[src/rtl/vga_mode_ctrl.sv]
`timescale 1ns/1ps
// VGA mode controller: sequences a timing generator through a safe
// reconfiguration (wait for frame boundary, hold generator in reset, load the
// new timing table, derive quarter-band boundaries, let frames settle).
module vga_mode_ctrl #(
  parameter int BLANK_CYCLES  = 16,
  parameter int SETTLE_FRAMES = 2,
  parameter int VS_TIMEOUT    = 2000000
) (
  input  logic        clk,
  input  logic        reset,
  input  logic        mode_req,
  input  logic [1:0]  mode_sel,
  input  logic        vga_vs_in,
  output logic        mode_ack,
  output logic        busy,
  output logic [1:0]  cur_mode,
  output logic        gen_reset_n,
  output logic [11:0] h_total,
  output logic [11:0] h_sync,
  output logic [11:0] h_start,
  output logic [11:0] h_end,
  output logic [11:0] v_total,
  output logic [11:0] v_sync,
  output logic [11:0] v_start,
  output logic [11:0] v_end,
  output logic [11:0] v_active_14,
  output logic [11:0] v_active_24,
  output logic [11:0] v_active_34
);

  typedef enum logic [2:0] {
    IDLE, WAIT_VS, BLANK, LOAD, CALC, SETTLE, DONE
  } state_e;

  typedef struct packed {
    logic [11:0] h_total;
    logic [11:0] h_sync;
    logic [11:0] h_start;
    logic [11:0] h_end;
    logic [11:0] v_total;
    logic [11:0] v_sync;
    logic [11:0] v_start;
    logic [11:0] v_end;
  } timing_t;

  localparam int BW = $clog2(BLANK_CYCLES + 1);
  localparam int TW = $clog2(VS_TIMEOUT + 1);
  localparam int FW = $clog2(SETTLE_FRAMES + 1);

  // LOAD and CALC each hold the generator in reset for one cycle, so BLANK
  // itself lasts two cycles less than the full low pulse on gen_reset_n.
  localparam logic [BW-1:0] BLANK_LAST = BW'(BLANK_CYCLES - 3);
  localparam logic [TW-1:0] TO_LAST    = TW'(VS_TIMEOUT - 1);
  localparam logic [FW-1:0] FRAME_LAST = FW'(SETTLE_FRAMES - 1);

  function automatic timing_t mode_table(input logic [1:0] m);
    case (m)
      2'd0:    mode_table = '{12'd799,  12'd95,  12'd141, 12'd781,
                              12'd524,  12'd1,   12'd34,  12'd514};
      2'd1:    mode_table = '{12'd1055, 12'd127, 12'd213, 12'd1013,
                              12'd627,  12'd3,   12'd26,  12'd626};
      2'd2:    mode_table = '{12'd1649, 12'd39,  12'd259, 12'd1539,
                              12'd749,  12'd4,   12'd24,  12'd744};
      default: mode_table = '{12'd2199, 12'd43,  12'd189, 12'd2109,
                              12'd1124, 12'd4,   12'd40,  12'd1120};
    endcase
  endfunction

  state_e        state_q, state_d;
  logic [1:0]    target_q, target_d;
  logic [1:0]    cur_mode_q, cur_mode_d;
  logic          ack_pending_q, ack_pending_d;
  logic          mode_ack_q, mode_ack_d;
  logic          busy_q, busy_d;
  logic          gen_rst_n_q, gen_rst_n_d;
  logic [BW-1:0] blank_cnt_q, blank_cnt_d;
  logic [TW-1:0] to_cnt_q, to_cnt_d;
  logic [FW-1:0] frame_cnt_q, frame_cnt_d;
  timing_t       timing_q, timing_d;
  logic [11:0]   va14_q, va14_d;
  logic [11:0]   va24_q, va24_d;
  logic [11:0]   va34_q, va34_d;
  logic          vs_d1_q, vs_d2_q;
  logic          vs_fall;
  logic [11:0]   quarter;

  // Frame boundary: falling edge seen between the two registered copies.
  assign vs_fall = vs_d2_q & ~vs_d1_q;
  assign quarter = (timing_q.v_end - timing_q.v_start) >> 2;

  // Next-state, counters and output register inputs.
  always_comb begin
    // NOTE: every _d takes its _q value first so no branch can infer a latch.
    state_d       = state_q;
    target_d      = target_q;
    cur_mode_d    = cur_mode_q;
    ack_pending_d = ack_pending_q;
    mode_ack_d    = 1'b0;
    blank_cnt_d   = blank_cnt_q;
    to_cnt_d      = to_cnt_q;
    frame_cnt_d   = frame_cnt_q;
    timing_d      = timing_q;
    va14_d        = va14_q;
    va24_d        = va24_q;
    va34_d        = va34_q;

    case (state_q)
      IDLE: begin
        to_cnt_d = '0;
        if (mode_req) begin
          if (mode_sel != cur_mode_q) begin
            target_d      = mode_sel;
            ack_pending_d = 1'b1;
            state_d       = WAIT_VS;
          end else begin
            mode_ack_d = 1'b1;
          end
        end
      end
      WAIT_VS: begin
        if (vs_fall || to_cnt_q == TO_LAST) begin
          to_cnt_d    = '0;
          blank_cnt_d = '0;
          state_d     = BLANK;
        end else begin
          to_cnt_d = to_cnt_q + TW'(1);
        end
      end
      BLANK: begin
        if (blank_cnt_q == BLANK_LAST) begin
          blank_cnt_d = '0;
          state_d     = LOAD;
        end else begin
          blank_cnt_d = blank_cnt_q + BW'(1);
        end
      end
      LOAD: begin
        timing_d = mode_table(target_q);
        state_d  = CALC;
      end
      CALC: begin
        va14_d      = timing_q.v_start + quarter;
        va24_d      = timing_q.v_start + (quarter << 1);
        va34_d      = timing_q.v_start + quarter + (quarter << 1);
        frame_cnt_d = '0;
        state_d     = SETTLE;
      end
      SETTLE: begin
        if (vs_fall) begin
          if (frame_cnt_q == FRAME_LAST) begin
            frame_cnt_d = '0;
            state_d     = DONE;
          end else begin
            frame_cnt_d = frame_cnt_q + FW'(1);
          end
        end
      end
      DONE: begin
        cur_mode_d    = target_q;
        mode_ack_d    = ack_pending_q;
        ack_pending_d = 1'b0;
        state_d       = IDLE;
      end
      default: state_d = BLANK;
    endcase

    // Both are registered from the next state so they line up with state_q.
    busy_d      = (state_d != IDLE);
    gen_rst_n_d = !(state_d inside {BLANK, LOAD, CALC});
  end

  // State, counters and all registered outputs with synchronous reset.
  always_ff @(posedge clk) begin
    // NOTE: non-blocking assignments so every register sees pre-edge values.
    if (reset) begin
      state_q       <= BLANK;
      target_q      <= 2'd0;
      cur_mode_q    <= 2'd0;
      ack_pending_q <= 1'b0;
      mode_ack_q    <= 1'b0;
      busy_q        <= 1'b1;
      gen_rst_n_q   <= 1'b0;
      blank_cnt_q   <= '0;
      to_cnt_q      <= '0;
      frame_cnt_q   <= '0;
      timing_q      <= mode_table(2'd0);
      va14_q        <= 12'd154;
      va24_q        <= 12'd274;
      va34_q        <= 12'd394;
      vs_d1_q       <= 1'b0;
      vs_d2_q       <= 1'b0;
    end else begin
      state_q       <= state_d;
      target_q      <= target_d;
      cur_mode_q    <= cur_mode_d;
      ack_pending_q <= ack_pending_d;
      mode_ack_q    <= mode_ack_d;
      busy_q        <= busy_d;
      gen_rst_n_q   <= gen_rst_n_d;
      blank_cnt_q   <= blank_cnt_d;
      to_cnt_q      <= to_cnt_d;
      frame_cnt_q   <= frame_cnt_d;
      timing_q      <= timing_d;
      va14_q        <= va14_d;
      va24_q        <= va24_d;
      va34_q        <= va34_d;
      vs_d1_q       <= vga_vs_in;
      vs_d2_q       <= vs_d1_q;
    end
  end

  assign mode_ack    = mode_ack_q;
  assign busy        = busy_q;
  assign cur_mode    = cur_mode_q;
  assign gen_reset_n = gen_rst_n_q;
  assign h_total     = timing_q.h_total;
  assign h_sync      = timing_q.h_sync;
  assign h_start     = timing_q.h_start;
  assign h_end       = timing_q.h_end;
  assign v_total     = timing_q.v_total;
  assign v_sync      = timing_q.v_sync;
  assign v_start     = timing_q.v_start;
  assign v_end       = timing_q.v_end;
  assign v_active_14 = va14_q;
  assign v_active_24 = va24_q;
  assign v_active_34 = va34_q;

endmodule

[config.mk]
export PLATFORM = sky130hd
export DESIGN_NAME = vga_mode_ctrl
export DESIGN_NICKNAME = d
export VERILOG_FILES = /design/src/rtl/vga_mode_ctrl.sv
export SDC_FILE = /design/constraint.sdc
export NUM_CORES = 1
export LEC_CHECK = 0
export CORE_UTILIZATION = 30
export CTS_CLUSTER_DIAMETER = 30
export CTS_CLUSTER_SIZE = 16
export DETAILED_ROUTE_END_ITERATION = 6
export GPL_ROUTABILITY_DRIVEN = 0
export PLACE_DENSITY_LB_ADDON = 0.2
export SETUP_SLACK_MARGIN = 0.2
export SLEW_MARGIN = 20
export SYNTH_ARGS = -nofsm -noshare
export SYNTH_HDL_FRONTEND = slang
export SYNTH_SLANG_ARGS = --single-unit
[constraint.sdc]
create_clock -name clk -period 9.4 [get_ports clk]
set_input_delay 1.41 -clock clk [delete_from_list [all_inputs] [get_ports clk]]
set_output_delay 1.41 -clock clk [all_outputs]
set_load 0.05 [all_outputs]
==> impl_results.md, run 1 <==
- CP most frequent cell: ha_1
- Post-synth EDFFs: 0
- Routed wire length: about 13,000 µm
- Via count: roughly 4.5k
- Layout net count: approximately 730
- Initial Util: between 30% and 40%
- R2r setup slk: 4870 ps
- Total core area: about 17,000 µm²
- Ant. Diodes: 0
- Final Util: 36.6%
- Max-cap violations: 0
- CP arrival: around 4800 ps
- Sequential area share after synthesis: 32.3%
- Cell Chain, Critical Path: inv_1, ha_1, nor2b_2, nor2b_1, nor2_1, xor2_1, ha_1, and3_1, o41a_1, xnor2_1, ha_1, o21a_1, a2111oi_0, or3_1, nand3_1, a21oi_1
- Top-count cell post-synth: buf_4
- Largest family of logic cells by synthesized area: simple AND/OR/NAND/NOR gates
- Most frequent cells after synthesis: buf_4 (87), dfxtp_1 (86), nor2_1 (63)
- Initial drt markers: between 200 and 300
- Hold Crit Endpoint: v_active_34[4]
- R2r worst-path depth: 16
- CTS clk-pin slew, worst paths: about 60 ps
- Reg area: 1720 µm²
- Clock latency on the worst-skew pair: around 350 ps
- Slew HR: between 30% and 40%
- Async set-reset flop share out of synthesis: 0%
- DP Worst Slack: 4860 ps
- Critical Path Max Stage Delay: about 580 ps
- Detailed Routing Iterations Pass 1: 5
- CP bufs+invs: 1
- Max Clk Rate: ~220 MHz
- Pin count of the biggest net entering global routing: a little under 90
- R2R Path End: v_active_34[9]
- FP Rows: between 40 and 50
- Delay-heaviest family, CP: compound AO/OA/AOI/OAI gates
- First-pass GRT wire length: between 15,000 and 20,000 µm
- Io pins: 143
- Final Setup Violations: 0
- Post-route ant nets: 0
- Yosys reg bits: between 80 and 90
- Ys flop type: dfxtp_1
- Area grow syn2layout: 19.0%
- Leakage power: approximately 2.4 nW
- Ys Warns: 0
- Slew Viols, Final: 0
- Setup_tns: 0 ps
- Share of cells above drive strength 1: between 4 and 5%
- Post-synth top area share: around a third
- TritonCTS clock tree: done
- Final Skew: around 7.2 ps
- Setup Crit Path Kind: reg -> reg
- Post-Syn Instances: around 650
- Die footprint: 18,300 µm²
- P per Cell Area: 125 nW/µm²
- HP Start: v_active_34[4]
- CTS Hold Bufs: 0
- Startpoint class of the critical path: flip-flop
- Post-route minimum period: 4530 ps
- Cts repair resizes: 0
- Adder-Cell Fraction of Synth Area: under 10%
- Overflow after GRT: 0
- All-Layer GR Usage: a little over an eighth
- Status: finished clean
- DPL Wire Length: just over 9000 µm
- Synth Cell Area: 5330 µm²
- Synth Area in XOR/XNOR: between 4 and 5%
- Class of the worst hold path: reg -> reg
- H-Tree Level Count: 3
- Die Y-Extent: 135 µm
- Postcts setup bufs: 0
- Fill count: 1,793
- Syn Area/Cell: 8.17 µm²
- Initial antenna violation count: 0
- Top post-synthesis cells by area: dfxtp_1 (32%), buf_4 (12%), ha_1 (7.7%)
- Unique cell type count in the Yosys netlist: 61
- Biggest area consumer among synthesized cells: dfxtp_1
- Worst Path Required: between 9000 and 10,000 ps
- CTS Root Cell: clkbuf_16
- Final WS setup: between 4000 and 5000 ps
- Final Hold Viols: 0
- Via-to-Cell Ratio: approximately 4.9
- Sink Count: 86
- Multi-input gate area: slightly below 3000 µm²
- Worst-path fanout max: 13
- Port bufs: between 100 and 150
- Simple-Gate Fraction of Synth Area: a little over a fifth
- Worst slew pin tran: about 990 ps
- R2r startpoint: h_sync[5]
- Vias in the first global route: approximately 4.0k
- Residual DRC: 0
- Tcrit/Tclk final: between 40% and 50%
- Hold Path Depth: 2
- TritonCTS Buffers: 9
- Final hold slack: 455 ps
- Max Buffers Root-to-Sink: 2
- Synth Area in Compound Gates: about 17%
- Worst setup EP type: flip-flop
- Die X-Extent: between 100 and 150 µm
- CP max-delay cell: dfxtp_1
- Worst vdd ir: 0.0937 mV
- Avg WL per Cell: between 10 and 15 µm
- CP Launch Point: h_sync[5]
- Mux cell area share after synthesis: less than 1%
- RSZ-0062 raised after global routing: false
-- flip-flops by register name (all words and copies together), names as in the netlist, 2 cells and up --
name         flops
v_active_24     11
h_total          7
state_q          3
v_active_34     10
h_start          3
target_q         2
v_active_14     10
to_cnt_q        21
frame_cnt_q      2
blank_cnt_q      5
h_sync           2
cur_mode         2
-- through the flow --
step	cell area, µm²	cells	power [mW]
floorplan	5480	692	0.434
detailed placement	6030	907	0.425
global placement	6030	907	0.425
CTS	6350	922	0.807
finish	6350	922	0.795
global route	6350	922	0.826
-- layer usage --
layer / wire (µm) / track usage [%] / part of all wire, %
met5: 0 / 0 / 0
met2: 6110 / 22.7 / 49
met4: 208 / 4.68 / 1.7
met1: 5700 / 16.9 / 46
met3: 489 / 3.59 / 3.9
-- how the worst max path moves through the flow --
stage	to	slack, ps	cells after the start
after floorplan	v_active_34[9]	5010	16
final	v_active_34[9]	4870	16
after global placement	v_active_34[9]	4990	16
after CTS	v_active_34[9]	4810	16
after global routing	v_active_34[9]	4460	16
after detailed placement	v_active_34[9]	4860	16
-- cell families (layout without fill, tap and decap cells) --
family | after synthesis | count (layout)
adders and majority gates | 35 | 35
and+or+nand+nor | 230 | 230
muxes | 5 | 5
DFF | 86 | 86
xor gates and xnor gates | 25 | 25
AOI/OAI and AO/OA | 135 | 135
buffers and inverters | 135 | 140
other | 2 | 41
-- layout make-up --
class	instances	area share [%]
clock buffer	9	3.55
clock inverter	6	1.38
inverter	22	1.30
multi-input combinational	471	46.1
sequential	86	27.1
tap	225	4.44
timing repair buffer	103	16.1
-- tightest hold or removal path: cells and delay by family (launching register included) --
kind / cells / cell delay (ps)
AOI/OAI and AO/OA: 1 / 50
DFF: 1 / 310
and+or+nand+nor: 1 / 50
-- report_power, final --
group	internal (mW)	total [mW]	leakage, nW	switching, mW
Sequential	0.366	0.367	0.694	0.00142
Combinational	0.00525	0.0500	1.55	0.0448
Clock	0.231	0.378	0.155	0.147
Total	0.602	0.795	2.40	0.193
-- cells in the final DEF, fill, tap and decap left out, types with 8 or more instances in the layout --
| master | instances |
|---|---|
| nor3_1 | 19 |
| conb_1 | 41 |
| or3_1 | 9 |
| nand3_1 | 14 |
| inv_1 | 21 |
| ha_1 | 33 |
| nor2b_1 | 8 |
| nand3b_1 | 11 |
| xnor2_1 | 19 |
| dfxtp_1 | 86 |
| clkdlybuf4s50_1 | 100 |
| clkbuf_16 | 9 |
| nor2_1 | 62 |
| a211oi_1 | 12 |
| o21ai_0 | 18 |
| a211o_1 | 9 |
| a21oi_1 | 50 |
| nand2_1 | 61 |
Note: power is estimated with default switching activity, not from simulation.
==> run 2, diff against run 1 <==
Clock period 9.4 ns to 4.68 ns, I/O delays scaled along.
==> run 2 against run 1 <==
Worst setup slack got worse by 4300 ps. Total power increased by 100%. Global-route usage increased by 0.33 points. Worst hold slack got worse by 5.1 ps. Maximum frequency increased by 10%. Final cell count increased by 0.87%. First-iteration DRC count decreased by 26%. Via count decreased by 1.2%. Clock skew decreased by 2.7 ps. Critical endpoint is now v_active_34[11]. Largest cell class unchanged. Largest power group unchanged.
==> impl_results.md, run 2 (synthesized netlist as in run 1, its figures left out) <==
- Met2 WL: 6100 µm
- CTS Root Cell: clkbuf_16
- HP Start: v_active_24[11]
- Final Setup Violations: 0
- R2R Path End: v_active_34[11]
- Routed wire length: 12,700 µm
- Final Util: between 30 and 40%
- Initial antenna violation count: 0
- Final Skew: about 4.5 ps
- Met1 wire length: about 5800 µm
- Share of cells above drive strength 1: 5.53%
- Hold Path Depth: 2
- CP most frequent cell: inv_1
- Overflow after GRT: 0
- Max-cap violations: 0
- Slew Viols, Final: 0
- Initial Util: 30.7%
- All-Layer GR Usage: 14.0%
- R2r setup slk: 580 ps
- Detailed Routing Iterations Pass 1: 4
- Worst vdd ir: between 0.15 and 0.2 mV
- Tcrit/Tclk final: between 80% and 90%
- Worst setup EP type: flip-flop
- Design Area, Final: 6410 µm²
- CP bufs+invs: 4
- Setup Crit Path Kind: reg -> reg
- Top routing layer in use: met4
- Reg with most FFs: to_cnt_q
- Cell Chain, Critical Path: inv_1, ha_1, a211oi_1, o21ai_1, xnor2_2, inv_1, ha_1, o21ai_0, nor2_1, o221ai_1, nor3_1, xnor2_1, inv_1, ha_1, inv_1, or3_1, a221oi_1
- Max Buffers Root-to-Sink: 2
- Avg WL per Cell: approximately 14 µm
- Max FFs per register: 21
- Final Hold Viols: 0
- Io pins: ~140
- Residual DRC: 0
- Routed wl met3: 562 µm
- Setup_tns: 0 ps
- Sink Count: 86
- Port bufs: ~100
- Startpoint class of the critical path: flip-flop
- Max Clk Rate: approximately 240 MHz
- Via count: between 4k and 5k
- Worst-path fanout max: 7
- Via-to-Cell Ratio: between 4 and 5
- Most frequent cells in the layout: clkdlybuf4s50_1 (100), dfxtp_1 (86), nor2_1 (62), nand2_1 (60), a21oi_1 (50)
- Status: finished clean
- Die X-Extent: roughly 140 µm
- Worst Path Required: approximately 5000 ps
- CTS clk-pin slew, worst paths: 60 ps
- Commonest non-fill, non-tap cell in the layout: clkdlybuf4s50_1
- CP max-delay cell: dfxtp_1
- CP arrival: around 4400 ps
- Hold Crit Endpoint: v_active_24[11]
- Die Y-Extent: ~140 µm
- Critical Path Max Stage Delay: 490 ps
- TritonCTS clock tree: done
- Class of the worst hold path: reg -> reg
- Die footprint: about 18,000 µm²
- Ant. Diodes: 0
- Placed inst area: ~6100 µm²
- TritonCTS Buffers: 9
- Layout net count: 741
- Delay-heaviest family, CP: compound AO/OA/AOI/OAI gates
- R2r startpoint: h_start[3]
- P per Cell Area: roughly 250 nW/µm²
- Post-route ant nets: 0
- Worst slew pin tran: about 1100 ps
- R2r worst-path depth: 17
- Slew HR: 29.7%
- H-Tree Level Count: 3
- Vias in the first global route: 4,055
- DPL Wire Length: between 9000 and 10,000 µm
- Pin count of the biggest net entering global routing: 57
- Clock latency on the worst-skew pair: roughly 350 ps
- Area grow syn2layout: 20.1%
- RSZ-0062 raised after global routing: true
- Initial drt markers: 200
- Pwr Total: around 1.6 mW
- FP Rows: 48
- First-pass GRT wire length: 20,400 µm
- Post-route minimum period: approximately 4100 ps
- Leakage power: 2.43 nW
- Total core area: between 15,000 and 20,000 µm²
run 2: layer usage:
metal | track usage, % | up-vias
met2 | 23.5 | 105
met5 | 0 | -
met1 | 17.6 | 2054
met4 | 4.68 | 0
li1 | - | 2248
met3 | 2.99 | 13
run 2: worst max path at each step:
stage / end / startpoint / cells past startpoint
4_1_cts: v_active_34[11] / h_start[3] / 17
5_1_grt: v_active_34[9] / h_total[6] / 19
3_5_place_dp: v_active_34[11] / h_start[3] / 17
6_report: v_active_34[11] / h_start[3] / 17
3_3_place_gp: v_active_34[11] / h_start[3] / 17
2_1_floorplan: v_active_34[9] / h_sync[5] / 16
run 2: metrics by stage:
step / worst slack [ps] / hold WS, ps / std cells
floorplan: 291 / 437 / 692
global placement: 768 / 440 / 911
detailed placement: 561 / 448 / 911
CTS: 526 / 455 / 927
global route: 198 / 468 / 930
finish: 580 / 450 / 930
run 2: cell type report:
type	instances	area, µm²
clock buffer	10	229
clock inverter	6	86.3
fill	1811	11000
inverter	22	82.6
multi-input combinational	471	2930
sequential	86	1720
tap	225	282
timing repair buffer	110	1070
run 2: power by group:
group / switching, mW / internal [mW] / leakage [nW]
clock: 0.301 / 0.467 / 0.152
combinational: 0.0897 / 0.0106 / 1.59
sequential: 0.00295 / 0.735 / 0.694
total: 0.393 / 1.21 / 2.43
run 2: worst min-delay path: cells and delay by family, from the launching register on:
family,cells,cell delay (ps)
DFF,1,300
and+or+nand+nor,1,50
AOI/OAI and AO/OA,1,50
run 2: timing repair:
action | in CTS | in global routing
setup endpoints to repair | 0 | 2
gates resized for setup | 0 | 1
buffers inserted | 0 | 3
hold buffers | 0 | 0
==> run 3, diff against run 2 <==
Settings changed: CTS_CLUSTER_SIZE 16 to default.
==> results of run 3 <==
Final layout, timing and power as in run 2 (identical DEF).
